$ cat src/rtl/rast_pkg.sv
// Shared types for the rasteriser tile path: shadow-pipeline tag, scheduler state, fp18 width.
package rast_pkg;

  localparam int FP18_W = 18;

  typedef struct packed {
    logic        valid;
    logic [15:0] x;
    logic [15:0] y;
    logic        last;
  } tile_tag_t;

  typedef enum logic [1:0] {
    IDLE  = 2'd0,
    ISSUE = 2'd1,
    DRAIN = 2'd2
  } sched_state_t;

endpackage

$ cat src/rtl/tag_pipe.sv
// Fixed-depth delay line of tile tags that mirrors the evaluator's datapath pipeline.
module tag_pipe
  import rast_pkg::*;
#(
  parameter int DEPTH = 24
) (
  input  logic      clk,
  input  logic      rst,
  input  tile_tag_t d,
  output tile_tag_t q,
  output logic      any_valid
);

  tile_tag_t stage [DEPTH];

  always_ff @(posedge clk or posedge rst) begin
    if (rst) begin
      for (int i = 0; i < DEPTH; i++) stage[i] <= '0;
    end else begin
      stage[0] <= d;
      for (int i = 1; i < DEPTH; i++) stage[i] <= stage[i-1];
    end
  end

  always_comb begin
    any_valid = 1'b0;
    for (int i = 0; i < DEPTH; i++) any_valid = any_valid | stage[i].valid;
  end

  assign q = stage[DEPTH-1];

endmodule

$ cat src/rtl/plane_tile_sched.sv
// Walks a triangle bbox in SIZE x SIZE tiles row-major, feeds the plane evaluator under
// downstream credit control, and tags each tile so out_* lines up with the evaluator's z.
module plane_tile_sched
  import rast_pkg::*;
#(
  parameter int SIZE      = 2,
  parameter int LATENCY   = 24,
  parameter int COEF_HOLD = 9,
  parameter int CREDITS   = 8
) (
  input  logic              clk,
  input  logic              rst,
  input  logic              tri_valid,
  output logic              tri_ready,
  input  logic [15:0]       tri_x0,
  input  logic [15:0]       tri_y0,
  input  logic [15:0]       tri_x1,
  input  logic [15:0]       tri_y1,
  input  logic [FP18_W-1:0] tri_dzdx,
  input  logic [FP18_W-1:0] tri_dzdy,
  input  logic [FP18_W-1:0] tri_c,
  output logic [15:0]       pe_x,
  output logic [15:0]       pe_y,
  output logic [FP18_W-1:0] pe_dzdx,
  output logic [FP18_W-1:0] pe_dzdy,
  output logic [FP18_W-1:0] pe_c,
  input  logic              credit_return,
  output logic              out_valid,
  output logic [15:0]       out_x,
  output logic [15:0]       out_y,
  output logic              out_last,
  output logic              busy
);

  localparam int          CW         = $clog2(CREDITS + 1);
  localparam int          HW         = (COEF_HOLD > 1) ? $clog2(COEF_HOLD) : 1;
  localparam logic [15:0] ALIGN_MASK = ~16'(SIZE - 1);
  localparam logic [16:0] STEP       = 17'(SIZE);

  // tri_valid/tri_ready: a setup transfers on any rising clk edge where both are high;
  // the setup fields must be stable while tri_valid is high and tri_ready is low.
  sched_state_t  state, state_nxt;
  logic [15:0]   cur_x, cur_y, ax0, x1_q, y1_q;
  logic [CW-1:0] credits;
  logic [HW-1:0] hold_cnt;
  logic          accept, empty_bbox, issue, col_end, row_end, last_tile, hold_done;
  logic          tags_busy;
  tile_tag_t     tag_q, tag_out;

  assign accept     = tri_valid && (state == IDLE);
  assign empty_bbox = (tri_x0 > tri_x1) || (tri_y0 > tri_y1);
  assign issue      = (state == ISSUE) && (credits != '0);
  // 17-bit compares so a tile at 0xFFFE does not wrap past the bbox edge
  assign col_end    = ({1'b0, cur_x} + STEP) > {1'b0, x1_q};
  assign row_end    = ({1'b0, cur_y} + STEP) > {1'b0, y1_q};
  assign last_tile  = col_end && row_end;
  assign hold_done  = (hold_cnt == '0);

  always_ff @(posedge clk or posedge rst) begin
    if (rst) state <= IDLE;
    else     state <= state_nxt;
  end

  always_comb begin
    state_nxt = state;
    case (state)
      IDLE:    if (accept && !empty_bbox) state_nxt = ISSUE;
      ISSUE:   if (issue && last_tile)    state_nxt = DRAIN;
      DRAIN:   if (hold_done)             state_nxt = IDLE;
      default:                            state_nxt = IDLE;
    endcase
  end

  always_comb begin
    tri_ready = (state == IDLE);
    busy      = (state != IDLE) || tag_q.valid || tags_busy;
  end

  always_ff @(posedge clk or posedge rst) begin
    if (rst) begin
      cur_x    <= '0;
      cur_y    <= '0;
      ax0      <= '0;
      x1_q     <= '0;
      y1_q     <= '0;
      pe_x     <= '0;
      pe_y     <= '0;
      pe_dzdx  <= '0;
      pe_dzdy  <= '0;
      pe_c     <= '0;
      hold_cnt <= '0;
      tag_q    <= '0;
    end else begin
      tag_q <= '0;
      if (accept) begin
        pe_dzdx <= tri_dzdx;
        pe_dzdy <= tri_dzdy;
        pe_c    <= tri_c;
        cur_x   <= tri_x0 & ALIGN_MASK;
        cur_y   <= tri_y0 & ALIGN_MASK;
        ax0     <= tri_x0 & ALIGN_MASK;
        x1_q    <= tri_x1;
        y1_q    <= tri_y1;
      end
      if (issue) begin
        pe_x        <= cur_x;
        pe_y        <= cur_y;
        tag_q.valid <= 1'b1;
        tag_q.x     <= cur_x;
        tag_q.y     <= cur_y;
        tag_q.last  <= last_tile;
        if (col_end) begin
          cur_x <= ax0;
          cur_y <= cur_y + 16'(SIZE);
        end else begin
          cur_x <= cur_x + 16'(SIZE);
        end
      end
      // coefficients must survive the evaluator's y-path delay after the final tile
      if (issue && last_tile)                hold_cnt <= HW'(COEF_HOLD - 1);
      else if (state == DRAIN && !hold_done) hold_cnt <= hold_cnt - 1'b1;
    end
  end

  always_ff @(posedge clk or posedge rst) begin
    if (rst)                                                     credits <= CW'(CREDITS);
    else if (issue && !credit_return)                            credits <= credits - 1'b1;
    else if (credit_return && !issue && credits != CW'(CREDITS)) credits <= credits + 1'b1;
  end

  credit_overflow: assert property (@(posedge clk) disable iff (rst)
    !(credit_return && !issue && credits == CW'(CREDITS)));

  tag_pipe #(.DEPTH(LATENCY)) u_tag_pipe (
    .clk       (clk),
    .rst       (rst),
    .d         (tag_q),
    .q         (tag_out),
    .any_valid (tags_busy)
  );

  assign out_valid = tag_out.valid;
  assign out_x     = tag_out.x;
  assign out_y     = tag_out.y;
  assign out_last  = tag_out.last;

endmodule
$ cat config.mk
export PLATFORM = sky130hd
export DESIGN_NAME = plane_tile_sched
export DESIGN_NICKNAME = d
export VERILOG_FILES = /design/src/rtl/rast_pkg.sv /design/src/rtl/tag_pipe.sv /design/src/rtl/plane_tile_sched.sv
export SDC_FILE = /design/constraint.sdc
export NUM_CORES = 1
export LEC_CHECK = 0
export ABC_AREA = 1
export BUFFER_PORTS_ARGS = -buffer_cell sky130_fd_sc_hd__buf_2
export CAP_MARGIN = 20
export CELL_PAD_IN_SITES_DETAIL_PLACEMENT = 0
export CELL_PAD_IN_SITES_GLOBAL_PLACEMENT = 1
export CORE_MARGIN = 4
export CORE_UTILIZATION = 35
export CTS_BUF_LIST = sky130_fd_sc_hd__clkbuf_16
export CTS_CLUSTER_DIAMETER = 50
export DETAILED_ROUTE_END_ITERATION = 7
export PLACE_DENSITY = 0.69
export SYNTH_ARGS = -nofsm -noshare
export SYNTH_HDL_FRONTEND = slang
export SYNTH_SLANG_ARGS = --single-unit
$ cat constraint.sdc
create_clock -name clk -period 95.5 [get_ports clk]
set_input_delay 9.55 -clock clk [delete_from_list [all_inputs] [get_ports clk]]
set_output_delay 9.55 -clock clk [all_outputs]
set_load 0.02 [all_outputs]
; ---- After elaboration in Yosys (flattened, before gate mapping)
; Cells that the tools add are included.
[classes]
addsub = 7
mul = 0
div_mod_pow = 0
n_lt_le_gt_ge = 4
eq_ne = 6
shifts = 0
n_mux = 15
bitwise = 23
reduce_logical = 24
[op_table]
columns = operator, count
row1 = $mux W16, 6
row2 = $add A16 B2 Y17 const B, 2
row3 = $gt A17 B16 Y1, 2
row4 = $mux W34, 1
row5 = $add A16 B2 Y16 const B, 2
row6 = $gt A16 B16 Y1, 2
row7 = $or A1 B1 Y1, 23
row8 = $mux W4, 4
row9 = $logic_and A1 B1 Y1, 9
row10 = $reduce_bool A2 Y1, 4
row11 = $sub A4 B1 Y4 const B, 2
row12 = $mux W2, 3
row13 = $pmux W2 S3, 1
row14 = $add A4 B1 Y4 const B, 1
row15 = $logic_not A1 Y1, 4
row16 = $logic_not A4 Y1, 1
row17 = $ne A2 B1 Y1 const B, 2
row18 = $ne A4 B4 Y1 const B, 1
row19 = $reduce_bool A4 Y1, 1
row20 = $logic_or A1 B1 Y1, 3
row21 = $reduce_and A3 Y1, 1
row22 = $eq A2 B1 Y1 const B, 1
row23 = $eq A2 B2 Y1 const B, 1
row24 = $logic_not A2 Y1, 1
row25 = $ne A2 B2 Y1 const B, 1
[word_totals]
ff_bits = 1025
latchBits = 0
ram_bits = 0
romBits = 0
in_bits = 122
output_inout_bits = 122
n_memories = 0

; ---- Longest topological paths before layout
; Gate-level depths: netlist (run 1).
[depth]
word_depth = 24
ltp_mapped = 22

; ---- Cells and area by module
; From an unflattened synthesis (run 1), not the netlist that was laid out.
[hier_totals]
hier_cells = 2147
hier_area_um2 = 31117.3
[modules_own_cells]
columns = module, n_inst, cells_each, area_each_um2
row1 = tag_pipe, 1, 873, 20762.4
row2 = plane_tile_sched, 1, 1274, 10354.9

; ---- Least setup slack after synthesis (run 1)
; No wires, ideal clock.
[synth_path]
kind = register to output
from = register state[0]
to = output port busy
arrival_time_ns = 1.153
path_slack_ns = 84.797
stages_incl_launch_ff = 5
cell_sequence = dfrtp_1 > nor2_1 > nand3_1 > nor2_1 > nand4_1
[synth_via]
elab_chain_cells = 3
[synth_rtl]
columns = element, line
row1 = start: declaration, plane_tile_sched.sv:42  ; sched_state_t state, state_nxt;
row2 = start signal: assignment, plane_tile_sched.sv:61  ; else state <= state_nxt;
row3 = $reduce_bool A2 Y1, plane_tile_sched.sv:76  ; busy = (state != IDLE) || tag_q.valid || tags_busy;
row4 = $logic_or A1 B1 Y1 (2 in series), plane_tile_sched.sv:76
row5 = end: declaration, plane_tile_sched.sv:32  ; output logic busy
; No other way between the ends.

; ---- Worst setup path in the final report (run 1)
; Same ends and word-level chain as after synthesis.

==> results of run 1 <==
-- per-stage QoR --
step / cells / total power [W] / worst slack [ns]
after CTS: 3599 / 0.00131 / 83.77
after detailed placement: 3398 / 0.000897 / 83.07
final: 3605 / 0.00129 / 84.03
after global routing: 3605 / 0.00137 / 83.79
after global placement: 3398 / 0.000883 / 83.21
after floorplan: 2077 / 0.000821 / 57.87
-- per-layer routing --
layer / share of wire, % / global-route usage, % / up-vias
li1: - / - / 7112
met1: 44 / 14.5 / 7492
met2: 46 / 17.4 / 339
met3: 6.2 / 3.21 / 127
met4: 3.3 / 4.08 / 0
met5: 0 / 0 / -
-- flip-flops by register name, summed over array words and instances, names as in the netlist --
signal / cells
ax0: 15
credits: 4
cur_x: 15
cur_y: 16
hold_cnt: 4
pe_c: 18
pe_dzdx: 18
pe_dzdy: 18
pe_x: 15
pe_y: 16
state: 2
tag_q: 33
u_tag_pipe.q: 33
u_tag_pipe.stage: 759
x1_q: 16
y1_q: 16
-- placed cells by master, fill, tap and decap left out, types with 4 or more instances in the layout --
cell	n
xor2_1	23
o21ai_1	9
o21ai_2	10
nand4_1	17
a21oi_1	31
buf_2	241
clkinv_1	18
ha_1	69
clkinvlp_4	15
clkinv_2	13
o21ai_0	102
inv_1	158
o211ai_1	5
clkinv_8	4
buf_16	6
dfrtp_1	997
nand3_1	37
inv_8	6
clkbuf_16	110
bufinv_16	10
buf_4	12
nand2_1	429
nor4_1	10
nor3_1	11
inv_6	7
nor2_1	63
nand2_2	7
-- layout make-up --
class	count	share of cell area, %
timing repair buffer	260	4.06
clock buffer	110	7.54
inverter	146	1.53
clock inverter	91	2.23
multi-input combinational	856	12.4
sequential	998	68.4
tap	1144	3.92
-- how the worst max path moves through the flow --
stage	cells after the start	slack (ns)	startpoint	endpoint
final	5	84.03	state[0]$_DFFE_PP0P_	busy
after global routing	4	83.79	rst	u_tag_pipe.stage[354]$_DFF_PP0_
after CTS	4	83.77	rst	u_tag_pipe.stage[486]$_DFF_PP0_
after detailed placement	4	83.07	rst	u_tag_pipe.stage[481]$_DFF_PP0_
after global placement	4	83.21	rst	u_tag_pipe.stage[481]$_DFF_PP0_
after floorplan	1	57.87	rst	ax0[10]$_DFFE_PP0P_
-- power by group --
group | internal, W | switching (W) | total [W] | leakage, nW
Clock | 0.000238 | 0.000165 | 0.000403 | 1.77
Sequential | 0.000590 | 0.0000565 | 0.000646 | 13.2
Combinational | 0.0000766 | 0.000162 | 0.000239 | 4.15
Total | 0.000905 | 0.000383 | 0.00129 | 19.1
-- logic make-up (layout without fill, tap and decap cells) --
family,Yosys count,count (layout),share of synthesized area (%)
adder cells (fa/ha/maj),70,70,2.90
other,1,2,0.0123
buffers and inverters,223,607,3.27
flip-flops,998,998,82.0
XOR/XNOR,25,25,0.719
AO/OA/AOI/OAI,164,164,2.92
AND/OR/NAND/NOR,595,595,8.21
-- synth_stat cells, types with 2 or more instances --
cell	n	area [um^2]
nor2_1	63	236
nor2_4	2	22.5
o21ai_2	10	87.6
xnor2_1	2	17.5
o21ai_1	9	45.0
nand2_2	7	43.8
buf_2	2	10.0
a21oi_1	31	155
dfrtp_1	997	24900
buf_1	2	7.51
nand3_1	37	185
inv_1	143	537
nand3b_1	2	15.0
ha_1	69	863
xor2_1	23	201
nor3_1	11	55.1
nor2_2	2	12.5
nand2_1	431	1620
buf_6	2	22.5
o21a_1	2	15.0
o211ai_1	5	37.5
nand4_1	17	106
clkbuf_1	36	135
nor4_1	10	62.6
buf_4	34	255
nor3_2	2	20.0
nand3_2	2	20.0
o21ai_0	102	510
nand3_4	3	52.6
==> reports/results.tsv, run 1 <==
stage	metric	value	unit
final_layout	multi-input combinational cell area	0.00451	mm^2
floorplanning	height of the die	303	um
cts	Max Root-Sink Buffers	3	
logic_synthesis	Seq/Total Area, Yosys	82.0	%
floorplanning	row cnt	107	
grt	vias in the first global route	16373	
final_layout	n_diodes	0	
setup_path	Worst Path Buf+Inv	1	
detailed_routing	First-pass DRT Iterations	4	
final_layout	register area	0.0250	mm^2
grt	first-pass GRT wire length	82900	um
cts	CTS H-tree depth	3	
cts	TritonCTS Buffers	107	
sta	Worst slew margin	33.7	%
setup_path	crit path DAT	1.92	ns
grt	GRT Total Usage	11.0	%
detailed_routing	Remaining DRCs	0	
place	port buffer count	241	
sta	worst slew pin tran	0.994	ns
final_layout	# fillers	7780	
cts	Post-CTS Resized	0	
logic_synthesis	number of synthesized flops with an enable pin	0	
sta	Max Clock Skew	0.0215	ns
place	placed cell area	0.0328	mm^2
power	VDD IR-drop max	0.0191	mV
logic_synthesis	Async SR Flop Fraction	100	%
cts	post-CTS setup buffers	0	
sta	Final Hold Viols	0	
setup_path	FF-to-FF Start	cur_x[2]$_DFFE_PP0P_	
grt	antenna violations before repair	0	
sta	RSZ-0062 raised after global routing	no	
detailed_routing	First DRT Iteration DRCs	841	
logic_synthesis	Mapped Avg Cell Area	14.7	um^2
status	outcome	complete, no violations	
setup_path	CP Class	reg -> out	
sta	WHS	0.329	ns
min_path	WHS Path Cells	0	
floorplanning	die area	0.0918	mm^2
min_path	Hold Startpoint	u_tag_pipe.stage[438]$_DFF_PP0_	
setup_path	startpoint types	register	
final_layout	area grow syn2layout	19.9	%
floorplanning	starting density of the core	35.5	%
place	Detail Placement HPWL	30600	um
logic_synthesis	synthesized flop and latch total	998	
final_layout	layout cells sized above 1	18.9	%
floorplanning	top-level I/O count	244	
setup_path	CP max stage cell	nor2_1	
power	leakage power total	19.1	nW
cts	Skew-Pair Late Insertion Delay	0.64	ns
flow_run	max capacitance violation total	0	
setup_path	r2r setup slk	91.58	ns
cts	clk slew on worst S/H paths	0.06	ns
final_layout	post-route cell area	0.0365	mm^2
min_path	WHS Endpoint	u_tag_pipe.stage[404]$_DFF_PP0_	
sta	Final Cycle Share	12.0	%
detailed_routing	WL/cell	13.7	um
final_layout	Final Util	42.6	%
detailed_routing	Vias/cell	4.18	
logic_synthesis	top_reg_cell synth	dfrtp_1	
setup_path	worst endpoint required time	85.95	ns
setup_path	CP dominant cell by count	nor2_1	
setup_path	CP top delay family	simple AND/OR/NAND/NOR gates	
floorplanning	CORE AREA	0.0858	mm^2
sta	final setup TNS	0	ns
final_layout	fin nets	2561	
setup_path	crit path max fanout	3	
cts	CTS tree	done	
floorplanning	Die Wd	303	um
logic_synthesis	Cell Area, Synth	0.0305	mm^2
sta	max-slew violation count	0	
min_path	worst hold path class	reg -> reg	
detailed_routing	Routed WL	49300	um
logic_synthesis	Post-Syn Instances	2076	
setup_path	R2R cell count	16	
setup_path	Cell Chain, Critical Path	nor2_1 > nand3_1 > nor2_1 > nand4_1 > buf_2	
setup_path	Setup crit end kind	output pin	
sta	post-route minimum period	11.47	ns
sta	# setup viols final	0	
cts	Clock Sinks	998	
sta	fmax	87.2	MHz
grt	GRT overflow	0	
cts	hold_buf cts	0	
setup_path	CP max stage delay	0.40	ns
detailed_routing	antenna-violating nets left	0	
cts	Root Driver	clkbuf_16	
setup_path	Reg2Reg Capture Point	cur_y[12]$_DFF_PP0_	
detailed_routing	via count	15070	
power	power density cells	35.3	mW/mm^2
logic_synthesis	synth warn	0	
grt	largest net degree at the start of global routing	178	
place	gpl congestion	0.804	
logic_synthesis	Distinct cells, synth	47	
Power figures use the tool's default switching activity.
==> inputs of run 2 (changes only) <==
- PLACE_DENSITY: 0.69 -> 0.71
- clock period: 95.5 -> 10.1 ns (I/O delays scaled with it)
==> reports/results.tsv, run 2 (synthesis gave the netlist of run 1 again) <==
stage	metric	value	unit
status	outcome	complete, no violations	
sta	Max Clock Skew	0.0202	ns
power	VDD IR-drop max	0.180	mV
detailed_routing	First-pass DRT Iterations	5	
detailed_routing	via count	14978	
setup_path	crit path DAT	4.28	ns
flow_run	max capacitance violation total	0	
grt	GRT overflow	0	
final_layout	most flop-heavy register	u_tag_pipe.stage	
final_layout	most frequent cells in the layout	dfrtp_1, nand2_1, buf_2	
sta	max-slew violation count	0	
power	sequential power share	50.6	%
sta	Worst slew margin	28.2	%
sta	Final Cycle Share	36.7	%
grt	first-pass GRT wire length	83200	um
power	sw frac	30.1	%
cts	CTS tree	done	
setup_path	Setup crit end kind	register	
cts	Skew-Pair Late Insertion Delay	0.64	ns
power	Internal Power	0.00845	W
sta	RSZ-0062 raised after global routing	no	
detailed_routing	Vias/cell	4.17	
setup_path	startpoint types	register	
cts	hold_buf cts	0	
setup_path	crit path max fanout	19	
sta	post-route minimum period	3.70	ns
final_layout	Layout Cells excl Fill	3588	
sta	Final Hold Viols	0	
detailed_routing	WL/cell	14.0	um
final_layout	layout cells sized above 1	18.5	%
grt	GRT Total Usage	11.2	%
final_layout	commonest non-fill, non-tap cell in the layout	dfrtp_1	
cts	Clock Sinks	998	
cts	clk slew on worst S/H paths	0.06	ns
floorplanning	die area	0.0918	mm^2
sta	worst slew pin tran	1.08	ns
place	Detail Placement HPWL	31000	um
floorplanning	Die Wd	303	um
detailed_routing	First DRT Iteration DRCs	915	
floorplanning	height of the die	303	um
grt	vias in the first global route	16021	
detailed_routing	Routed WL	50400	um
final_layout	n_diodes	0	
grt	largest net degree at the start of global routing	206	
floorplanning	starting density of the core	35.5	%
place	port buffer count	241	
place	gpl congestion	0.817	
cts	Post-CTS Resized	0	
cts	Max Root-Sink Buffers	3	
final_layout	area grow syn2layout	19.0	%
setup_path	worst endpoint required time	10.67	ns
floorplanning	CORE AREA	0.0858	mm^2
cts	Root Driver	clkbuf_16	
place	pre-CTS worst setup slack	6.45	ns
power	power density cells	334	mW/mm^2
floorplanning	row cnt	107	
min_path	worst hold path class	reg -> reg	
power	leakage power total	19.0	nW
setup_path	r2r setup slk	6.40	ns
power	Psw	0.00364	W
setup_path	CP Class	reg -> reg	
detailed_routing	Remaining DRCs	0	
sta	# setup viols final	0	
cts	TritonCTS Buffers	105	
floorplanning	top-level I/O count	244	
cts	post-CTS setup buffers	0	
power	Clk pwr share	30.6	%
sta	fmax	270	MHz
detailed_routing	antenna-violating nets left	0	
grt	antenna violations before repair	0	
sta	worst setup margin	6.40	ns
power	Comb pwr share	18.8	%
final_layout	max reg flops	759	
cts	CTS H-tree depth	3	
final_layout	fin nets	2550	
place	placed insts	3394	
-- run 2: changes by cell type in the layout (fill, tap and decap cells not counted), sizes merged --
| cell | before | now |
|---|---|---|
| clkbuf | 110 | 107 |
| clkinvlp | 15 | 9 |
| buf | 260 | 251 |
| clkinv | 38 | 42 |
| bufinv | 10 | 8 |
| inv | 174 | 173 |
-- run 2: worst max-delay path, stage by stage (launching register included) --
cell and delay [ns]:
dfrtp_1 0.44, ha_1 0.21, nand2_1 0.07, nor2_2 0.23
nand3_1 0.18, nor3_2 0.19, nand3_1 0.11, xor2_1 0.18
inv_1 0.07, ha_1 0.31, nand4_1 0.11, nor4_1 0.30
nand2_1 0.47, nand2_4 0.44, nand2_1 0.09, o21ai_1 0.08
nand2_1 0.07, nand2_1 0.07
-- run 2: per-layer routing --
| layer | vias to the layer above | GRT usage (%) | share of wire [%] |
|---|---|---|---|
| li1 | 7088 | - | - |
| met1 | 7413 | 14.9 | 44 |
| met2 | 365 | 17.7 | 47 |
| met3 | 112 | 3.38 | 6.1 |
| met4 | 0 | 3.98 | 2.9 |
| met5 | - | 0 | 0 |
-- run 2: area by class of cell --
class,instances,area [um^2]
Clock inverter,86,727
Inverter,146,554
Multi-Input combinational cell,856,4510
Sequential cell,998,25000
Fill cell,7751,49600
Clock buffer,107,2680
Tap cell,1144,1430
Timing Repair Buffer,251,1360
-- run 2: path summary, 6_finish.rpt --
| path | startpoint | end | depth (start not counted) |
|---|---|---|---|
| min reg2reg | u_tag_pipe.stage[275]$_DFF_PP0_ | u_tag_pipe.stage[241]$_DFF_PP0_ | 0 |
| max in group asynchronous | rst | pe_dzdx[13]$_DFFE_PP0P_ | 4 |
| max reg2reg | cur_x[1]$_DFFE_PP0P_ | cur_x[7]$_DFFE_PP0P_ | 17 |
| min | u_tag_pipe.stage[275]$_DFF_PP0_ | u_tag_pipe.stage[241]$_DFF_PP0_ | 0 |
| max | cur_x[1]$_DFFE_PP0P_ | cur_x[7]$_DFFE_PP0P_ | 17 |
| min in group asynchronous | rst | u_tag_pipe.stage[40]$_DFF_PP0_ | 2 |
-- run 2: stage by stage --
stage	total power [W]	hold slack (ns)	cell area [um^2]	setup TNS [ns]	util [%]
floorplan	0.00777	0.331	30500	-4646.18	-
CTS	0.0123	0.297	36200	0	42.2
finish	0.0121	0.328	36200	0	42.2
global route	0.0129	0.323	36200	0	42.2
detailed placement	0.00851	0.335	32800	0	38.2
global placement	0.00838	0.331	32800	0	38.2
-- run 2: power groups by stage --
stage	clock (W)	sequential, W	combinational [W]
6_report	0.00370	0.00612	0.00227
5_1_grt	0.00402	0.00630	0.00258
4_1_cts	0.00384	0.00616	0.00232
3_5_place_dp	0	0.00621	0.00231
3_3_place_gp	0	0.00612	0.00227
2_1_floorplan	0	0.00631	0.00146
